[config.mk]
export PLATFORM = sky130hd
export DESIGN_NAME = alu_rs_scheduler
export DESIGN_NICKNAME = d
export VERILOG_FILES = /design/src/rtl/alu_rs_scheduler.sv
export SDC_FILE = /design/constraint.sdc
export NUM_CORES = 2
export LEC_CHECK = 0
export CELL_PAD_IN_SITES_DETAIL_PLACEMENT = 2
export CELL_PAD_IN_SITES_GLOBAL_PLACEMENT = 2
export CORE_MARGIN = 2
export CORE_UTILIZATION = 34
export CTS_BUF_LIST = sky130_fd_sc_hd__clkbuf_8
export DETAILED_ROUTE_END_ITERATION = 8
export PLACE_DENSITY_LB_ADDON = 0.1
export SLEW_MARGIN = 20
export SYNTH_ARGS = -nofsm -noshare
export SYNTH_HDL_FRONTEND = slang
export SYNTH_SLANG_ARGS = --single-unit
[constraint.sdc]
create_clock -name clk -period 2.4 [get_ports clk]
set_input_delay 0.48 -clock clk [delete_from_list [all_inputs] [get_ports clk]]
set_output_delay 0.48 -clock clk [all_outputs]
set_load 0.02 [all_outputs]
[src/rtl/alu_rs_scheduler.sv]
// alu_rs_scheduler
//   Reservation station in front of a single ALU. Instructions are dispatched
//   into the lowest free slot. Pending operands snoop two result buses (ALU and
//   LSU) to pick up their values. Each cycle, the lowest-index entry whose
//   operands are both present is issued to a registered ALU port.
//
// Ports
//   clk, rst                 clock, synchronous active-high reset
//   rdy                      global stall (low = hold everything)
//   clr                      mispredict flush (works even while stalled)
//   disp_*                   dispatch request: opcode, dest tag, pc, imm, operands
//   cdb_a_* / cdb_b_*        result broadcasts (ALU / LSU); cdb_a wins on equal tags
//   alu_*                    registered issue to the ALU
//   full, count              occupancy
module alu_rs_scheduler #(
  parameter int ENTRIES = 8,
  parameter int TAG_W   = 4,
  parameter int OP_W    = 6
) (
  input  logic                       clk,
  input  logic                       rst,
  input  logic                       rdy,
  input  logic                       clr,
  input  logic                       disp_en,
  input  logic [OP_W-1:0]            disp_op,
  input  logic [TAG_W-1:0]           disp_rob,
  input  logic [31:0]                disp_pc,
  input  logic [31:0]                disp_imm,
  input  logic                       disp_qj_busy,
  input  logic                       disp_qk_busy,
  input  logic [TAG_W-1:0]           disp_qj,
  input  logic [TAG_W-1:0]           disp_qk,
  input  logic [31:0]                disp_vj,
  input  logic [31:0]                disp_vk,
  input  logic                       cdb_a_en,
  input  logic [TAG_W-1:0]           cdb_a_rob,
  input  logic [31:0]                cdb_a_val,
  input  logic                       cdb_b_en,
  input  logic [TAG_W-1:0]           cdb_b_rob,
  input  logic [31:0]                cdb_b_val,
  output logic                       alu_en,
  output logic [OP_W-1:0]            alu_op,
  output logic [31:0]                alu_vj,
  output logic [31:0]                alu_vk,
  output logic [31:0]                alu_imm,
  output logic [31:0]                alu_pc,
  output logic [TAG_W-1:0]           alu_rob,
  output logic                       full,
  output logic [$clog2(ENTRIES):0]   count
);

  localparam int IW = $clog2(ENTRIES);
  localparam int CW = IW + 1;

  logic [ENTRIES-1:0]            busy_q, busy_d;
  logic [ENTRIES-1:0][OP_W-1:0]  op_q, op_d;
  logic [ENTRIES-1:0][TAG_W-1:0] rob_q, rob_d;
  logic [ENTRIES-1:0][31:0]      pc_q, pc_d;
  logic [ENTRIES-1:0][31:0]      imm_q, imm_d;
  logic [ENTRIES-1:0][31:0]      vj_q, vj_d;
  logic [ENTRIES-1:0][31:0]      vk_q, vk_d;
  logic [ENTRIES-1:0][TAG_W-1:0] qj_q, qj_d;
  logic [ENTRIES-1:0][TAG_W-1:0] qk_q, qk_d;
  logic [ENTRIES-1:0]            qjb_q, qjb_d;
  logic [ENTRIES-1:0]            qkb_q, qkb_d;
  logic [CW-1:0]                 count_q, count_d;

  logic                          alu_en_q, alu_en_d;
  logic [OP_W-1:0]               alu_op_q, alu_op_d;
  logic [31:0]                   alu_vj_q, alu_vj_d;
  logic [31:0]                   alu_vk_q, alu_vk_d;
  logic [31:0]                   alu_imm_q, alu_imm_d;
  logic [31:0]                   alu_pc_q, alu_pc_d;
  logic [TAG_W-1:0]              alu_rob_q, alu_rob_d;

  logic [ENTRIES-1:0]            ready;
  logic                          issue_vld, free_vld, disp_ok;
  logic [IW-1:0]                 issue_idx, free_idx;
  logic [32:0]                   snp_j, snp_k;

  // Returns {still_pending, value}. cdb_a is checked first so it wins a tag tie.
  function automatic logic [32:0] snoop(input logic pend, input logic [TAG_W-1:0] tag,
                                        input logic [31:0] val);
    logic [32:0] r;
    r = {pend, val};
    if (pend && cdb_a_en && (tag == cdb_a_rob))
      r = {1'b0, cdb_a_val};
    else if (pend && cdb_b_en && (tag == cdb_b_rob))
      r = {1'b0, cdb_b_val};
    return r;
  endfunction

  assign full = (count_q == CW'(ENTRIES));

  // Selection uses registered state only, so a slot woken or freed this cycle
  // cannot be issued or re-used until the next one.
  always_comb begin
    ready     = busy_q & ~qjb_q & ~qkb_q;
    issue_vld = 1'b0;
    issue_idx = '0;
    free_vld  = 1'b0;
    free_idx  = '0;
    for (int i = ENTRIES - 1; i >= 0; i--) begin
      if (ready[i]) begin
        issue_vld = 1'b1;
        issue_idx = IW'(i);
      end
      if (!busy_q[i]) begin
        free_vld = 1'b1;
        free_idx = IW'(i);
      end
    end
    disp_ok = disp_en && !full && free_vld;
  end

  always_comb begin
    busy_d    = busy_q;
    op_d      = op_q;
    rob_d     = rob_q;
    pc_d      = pc_q;
    imm_d     = imm_q;
    vj_d      = vj_q;
    vk_d      = vk_q;
    qj_d      = qj_q;
    qk_d      = qk_q;
    qjb_d     = qjb_q;
    qkb_d     = qkb_q;
    count_d   = count_q;
    alu_en_d  = alu_en_q;
    alu_op_d  = alu_op_q;
    alu_vj_d  = alu_vj_q;
    alu_vk_d  = alu_vk_q;
    alu_imm_d = alu_imm_q;
    alu_pc_d  = alu_pc_q;
    alu_rob_d = alu_rob_q;
    snp_j     = '0;
    snp_k     = '0;

    if (rdy) begin
      for (int i = 0; i < ENTRIES; i++) begin
        if (busy_q[i]) begin
          snp_j    = snoop(qjb_q[i], qj_q[i], vj_q[i]);
          snp_k    = snoop(qkb_q[i], qk_q[i], vk_q[i]);
          qjb_d[i] = snp_j[32];
          vj_d[i]  = snp_j[31:0];
          qkb_d[i] = snp_k[32];
          vk_d[i]  = snp_k[31:0];
        end
      end

      alu_en_d = issue_vld;
      if (issue_vld) begin
        busy_d[issue_idx] = 1'b0;
        alu_op_d          = op_q[issue_idx];
        alu_vj_d          = vj_q[issue_idx];
        alu_vk_d          = vk_q[issue_idx];
        alu_imm_d         = imm_q[issue_idx];
        alu_pc_d          = pc_q[issue_idx];
        alu_rob_d         = rob_q[issue_idx];
      end

      // Dispatch bypass: operands produced on a CDB this very cycle land ready.
      if (disp_ok) begin
        snp_j            = snoop(disp_qj_busy, disp_qj, disp_vj);
        snp_k            = snoop(disp_qk_busy, disp_qk, disp_vk);
        busy_d[free_idx] = 1'b1;
        op_d[free_idx]   = disp_op;
        rob_d[free_idx]  = disp_rob;
        pc_d[free_idx]   = disp_pc;
        imm_d[free_idx]  = disp_imm;
        qj_d[free_idx]   = disp_qj;
        qk_d[free_idx]   = disp_qk;
        qjb_d[free_idx]  = snp_j[32];
        vj_d[free_idx]   = snp_j[31:0];
        qkb_d[free_idx]  = snp_k[32];
        vk_d[free_idx]   = snp_k[31:0];
      end

      count_d = count_q + CW'(disp_ok) - CW'(issue_vld);
    end

    if (clr) begin
      busy_d   = '0;
      alu_en_d = 1'b0;
      count_d  = '0;
    end
  end

  always_ff @(posedge clk) begin
    if (rst) begin
      busy_q    <= '0;
      op_q      <= '0;
      rob_q     <= '0;
      pc_q      <= '0;
      imm_q     <= '0;
      vj_q      <= '0;
      vk_q      <= '0;
      qj_q      <= '0;
      qk_q      <= '0;
      qjb_q     <= '0;
      qkb_q     <= '0;
      count_q   <= '0;
      alu_en_q  <= 1'b0;
      alu_op_q  <= '0;
      alu_vj_q  <= '0;
      alu_vk_q  <= '0;
      alu_imm_q <= '0;
      alu_pc_q  <= '0;
      alu_rob_q <= '0;
    end else begin
      busy_q    <= busy_d;
      op_q      <= op_d;
      rob_q     <= rob_d;
      pc_q      <= pc_d;
      imm_q     <= imm_d;
      vj_q      <= vj_d;
      vk_q      <= vk_d;
      qj_q      <= qj_d;
      qk_q      <= qk_d;
      qjb_q     <= qjb_d;
      qkb_q     <= qkb_d;
      count_q   <= count_d;
      alu_en_q  <= alu_en_d;
      alu_op_q  <= alu_op_d;
      alu_vj_q  <= alu_vj_d;
      alu_vk_q  <= alu_vk_d;
      alu_imm_q <= alu_imm_d;
      alu_pc_q  <= alu_pc_d;
      alu_rob_q <= alu_rob_d;
    end
  end

  assign alu_en  = alu_en_q;
  assign alu_op  = alu_op_q;
  assign alu_vj  = alu_vj_q;
  assign alu_vk  = alu_vk_q;
  assign alu_imm = alu_imm_q;
  assign alu_pc  = alu_pc_q;
  assign alu_rob = alu_rob_q;
  assign count   = count_q;

endmodule
==> summary.md <==
| Metric | Value |
|---|---|
| Status | `finished with violations` |
| Violated checks | `setup timing` |
| Pin slew with the least headroom to its limit | `893 ps` |
| LEAKAGE | `33.3 nW` |
| Drt pass-1 iters | `9` |
| Peak supply drop | `595 µV` |
| Cell area power density | `570 mW/mm²` |
| HP Class | `input port to flop` |
| CP bufs+invs | `5` |
| Share of post-route cells with drive strength above 1 | `0.197` |
| Slew Viols, Final | `0` |
| FF+latch count, synth | `between 1000 and 1500` |
| GP Congestion | `0.945` |
| Io pins | `371` |
| Worst Setup Slack, final | `-471 ps` |
| Tcrit/Tclk final | `1.20` |
| Top cells by area, synth | `dfxtp_1 (39%), nand2_1 (11%), a21oi_1 (7.3%)` |
| Arr. time, crit path | `roughly 2400 ps` |
| CP dominant cell by count | `buf_6` |
| Internal | `37.3 mW` |
| CP max stage cell | `or3b_1` |
| Clock Sinks | `between 1000 and 1500` |
| Vias in the first global route | `85900` |
| Largest net degree at the start of global routing | `121` |
| Seq/Total Area, Yosys | `0.393` |
| Cell taking the most area after synthesis | `dfxtp_1` |
| Combinational share of power | `0.112` |
| WS Path Type | `flop to output port` |
| Clk slew on worst S/H paths | `70 ps` |
| Startpoint types | `flop` |
| Worst rel slew slack | `0.405` |
| Count of cell types in the netlist | `between 100 and 150` |
| Clock power share | `0.458` |
| Final WL | `roughly 440 mm` |
| Critical Path Max Stage Delay | `360 ps` |
| Total gr overflow | `0` |
| Post-route DRC violation count | `0` |
| Root buffer cell | `clkbuf_8` |
| Vias per std cell | `6.52` |
| CTS tree | `yes` |
| Layout Nets | `roughly 9800` |
| Ys async rst share | `0` |
| Setup TNS | `-306270 ps` |
| Hold slack | `182 ps` |
| Crit path capture type | `output port` |
| Post-Synthesis Cells | `between 8000 and 9000` |
| CTS Buf Count | `278` |
| CTS H-tree depth | `5` |
| YS warnings | `0` |
| CP top delay family | `buffers and inverters` |
| Max Freq | `348 MHz` |
| Net Count, Synth | `9011` |
| Final setup vio count | `~1400` |
| Net Sw Power | `14.9 mW` |
| First-pass GRT wire length | `617 mm` |
| CP Cell Sequence | `inv_4, ha_4, or3b_1, buf_6, inv_8, buf_6, buf_12` |
| Clk Latency, worst-skew pair | `1100 ps` |
| Post-Syn Area per Cell | `roughly 7.7 µm²` |
| PortBufs | `370` |
| Initial Util | `0.341` |
| Pre-CTS setup slack | `-971 ps` |
| Die span in x | `451 µm` |
| CP max FO | `3` |
| Number of flops mapped to enable cells by yosys | `0` |
| Reg-to-reg slack, setup | `-440 ps` |
| Sw Share | `0.286` |
| Final hold violations | `0` |
| RSZ-0062 raised after global routing | `true` |
| Clk_skew | `84.1 ps` |
| Antenna-violating nets left | `0` |
| Synth top area share | `0.393` |
| Synth Cell Area | `0.0680 mm²` |
| Primary FF master, synth | `dfxtp_1` |
| Placement Cell Area | `0.0836 mm²` |
| Wire per inst | `35.2 µm` |
| Worst path required time | `1920 ps` |
| P&R area growth vs syn | `34.5%` |
| Reg power frac | `0.431` |
| GRT Resource Usage Total | `0.409` |
| Post-layout min period | `2870 ps` |
| Number of vias in the routed layout | `roughly 81000` |
| Max_cap viols | `0` |
| Initial DRC Count | `8383` |
| Post-Layout Inst Area | `0.0915 mm²` |
| Core area | `0.199 mm²` |
| Post-DP HPWL | `274 mm` |
| Initial antenna violation count | `31` |
| Row count | `164` |
| CTS max path bufs | `4` |
| Die Height | `451 µm` |
| Full die area | `0.204 mm²` |
synth_stat cells, drive strengths merged, types with 24 or more instances:
master     n
a32oi     34
a21oi    991
nand2b    77
a22o     137
dfxtp   1335
o221ai    62
a211oi   174
buf      406
and2      27
a221o    119
o22a     112
nand4     39
nor2     380
a21o      43
clkbuf   639
o31ai    175
a31oi     82
a221oi   134
a32o     146
nand3    388
nand2   1923
o22ai    101
xnor2     66
or2       32
nor3     121
xor2      64
or3       37
a22oi    120
o221a     24
and3      46
a31o      27
mux2i    142
inv       35
o21ai    333
what timing repair did:
| item | CTS | global route |
|---|---|---|
| resized for setup | 207 | 107 |
| setup endpoints to repair | 1290 | 1450 |
| setup buffers | 45 | 22 |
| gates cloned | 24 | 9 |
| hold buffers | 2 | 0 |
| pin swaps | 24 | 54 |
| hold endpoints to repair | 26 | 0 |
stage by stage:
step           total power, mW   util  std cells
2_1_floorplan             25.3      -       8779
3_3_place_gp              28.2  0.420      11900
3_5_place_dp              28.3  0.420      11900
4_1_cts                   52.1  0.454      12400
5_1_grt                   53.5  0.459      12400
6_report                  52.2  0.459      12400
area by class of cell:
class | instances | area, µm²
multi-input cells | 6364 | 37700
repair buffers | 1586 | 18400
fillers | 21800 | 108000
clock inverters | 105 | 447
well taps | 2656 | 3320
diodes | 19 | 47.5
inverters | 35 | 144
flip-flops and latches | 1335 | 26700
clock buffers | 341 | 4690
power by group through the flow:
stage	sequential, mW	clock [mW]	combinational, mW
after global routing	22.5	25.1	5.92
after floorplan	22.9	0	2.37
after CTS	22.5	24.1	5.51
after detailed placement	22.9	0	5.36
after global placement	22.9	0	5.23
final	22.5	23.9	5.82
worst paths after layout:
check / from / end / depth (start not counted)
setup / recovery: count[2] / full / 7
hold reg to reg: alu_vj[17] / alu_vj[17] / 2
hold / removal: disp_imm[10] / imm_q[138] / 3
setup reg to reg: count[2] / vj_q[128] / 14
cell usage in the layout (no fill, tap or decap), types with 29 or more instances in the layout:
| cell | netlist | final |
|---|---|---|
| inv_1 | 34 | 119 |
| a221oi_1 | 128 | 107 |
| a32o_1 | 146 | 144 |
| xor2_1 | 64 | 64 |
| a22oi_1 | 120 | 119 |
| o21ai_0 | 241 | 235 |
| nand4_1 | 38 | 38 |
| o22ai_1 | 101 | 98 |
| nand2b_1 | 77 | 75 |
| nor2_1 | 375 | 356 |
| dfxtp_1 | 1335 | 1324 |
| a22o_1 | 137 | 134 |
| o21ai_1 | 90 | 92 |
| or3_1 | 36 | 33 |
| nor3_1 | 117 | 110 |
| xnor2_1 | 65 | 64 |
| o31ai_1 | 174 | 157 |
| a211oi_1 | 167 | 165 |
| buf_16 | 0 | 29 |
| nand2_1 | 1917 | 1904 |
| a32oi_1 | 34 | 34 |
| a21o_1 | 43 | 42 |
| o221ai_1 | 62 | 62 |
| clkbuf_8 | 0 | 341 |
| nand3_1 | 386 | 373 |
| and3_1 | 46 | 41 |
| a221o_1 | 119 | 119 |
| a21oi_1 | 988 | 978 |
| buf_12 | 0 | 362 |
| a31oi_1 | 77 | 75 |
| mux2i_1 | 141 | 135 |
| o22a_1 | 112 | 112 |
| clkdlybuf4s50_1 | 0 | 347 |
| buf_4 | 101 | 779 |
metal layers:
| layer | track usage | up-vias | part of all wire |
|---|---|---|---|
| met5 | 0 | - | 0.00061 |
| met1 | 0.484 | 41400 | 0.38 |
| met4 | 0.284 | 40 | 0.080 |
| met3 | 0.0983 | 1708 | 0.089 |
| li1 | - | 33300 | - |
| met2 | 0.654 | 4688 | 0.45 |
logic make-up after synthesis:
kind of cell	Yosys count	synth area share
AOI/OAI and AO/OA	2954	0.299
DFF	1335	0.393
muxes	146	0.0216
buffers and inverters	1080	0.0719
and+or+nand+nor	3129	0.197
adders and majority gates	5	0.00103
xor gates and xnor gates	130	0.0168
flip-flops by register name, indices dropped and copies added, names as in the netlist, 4 cells and up:
name	flops
rob_q	32
op_q	48
alu_vj	32
qjb_q	8
alu_pc	32
alu_op	6
vj_q	256
busy_q	8
qkb_q	8
count	4
qj_q	32
imm_q	256
vk_q	256
alu_rob	4
qk_q	32
alu_imm	32
pc_q	256
alu_vk	32
tightest hold or removal path, stage by stage:
cell,delay [ps]
clkdlybuf4s50_1,560
nand2_1,120
a21oi_1,50
Note: power is estimated with default switching activity, not from simulation.
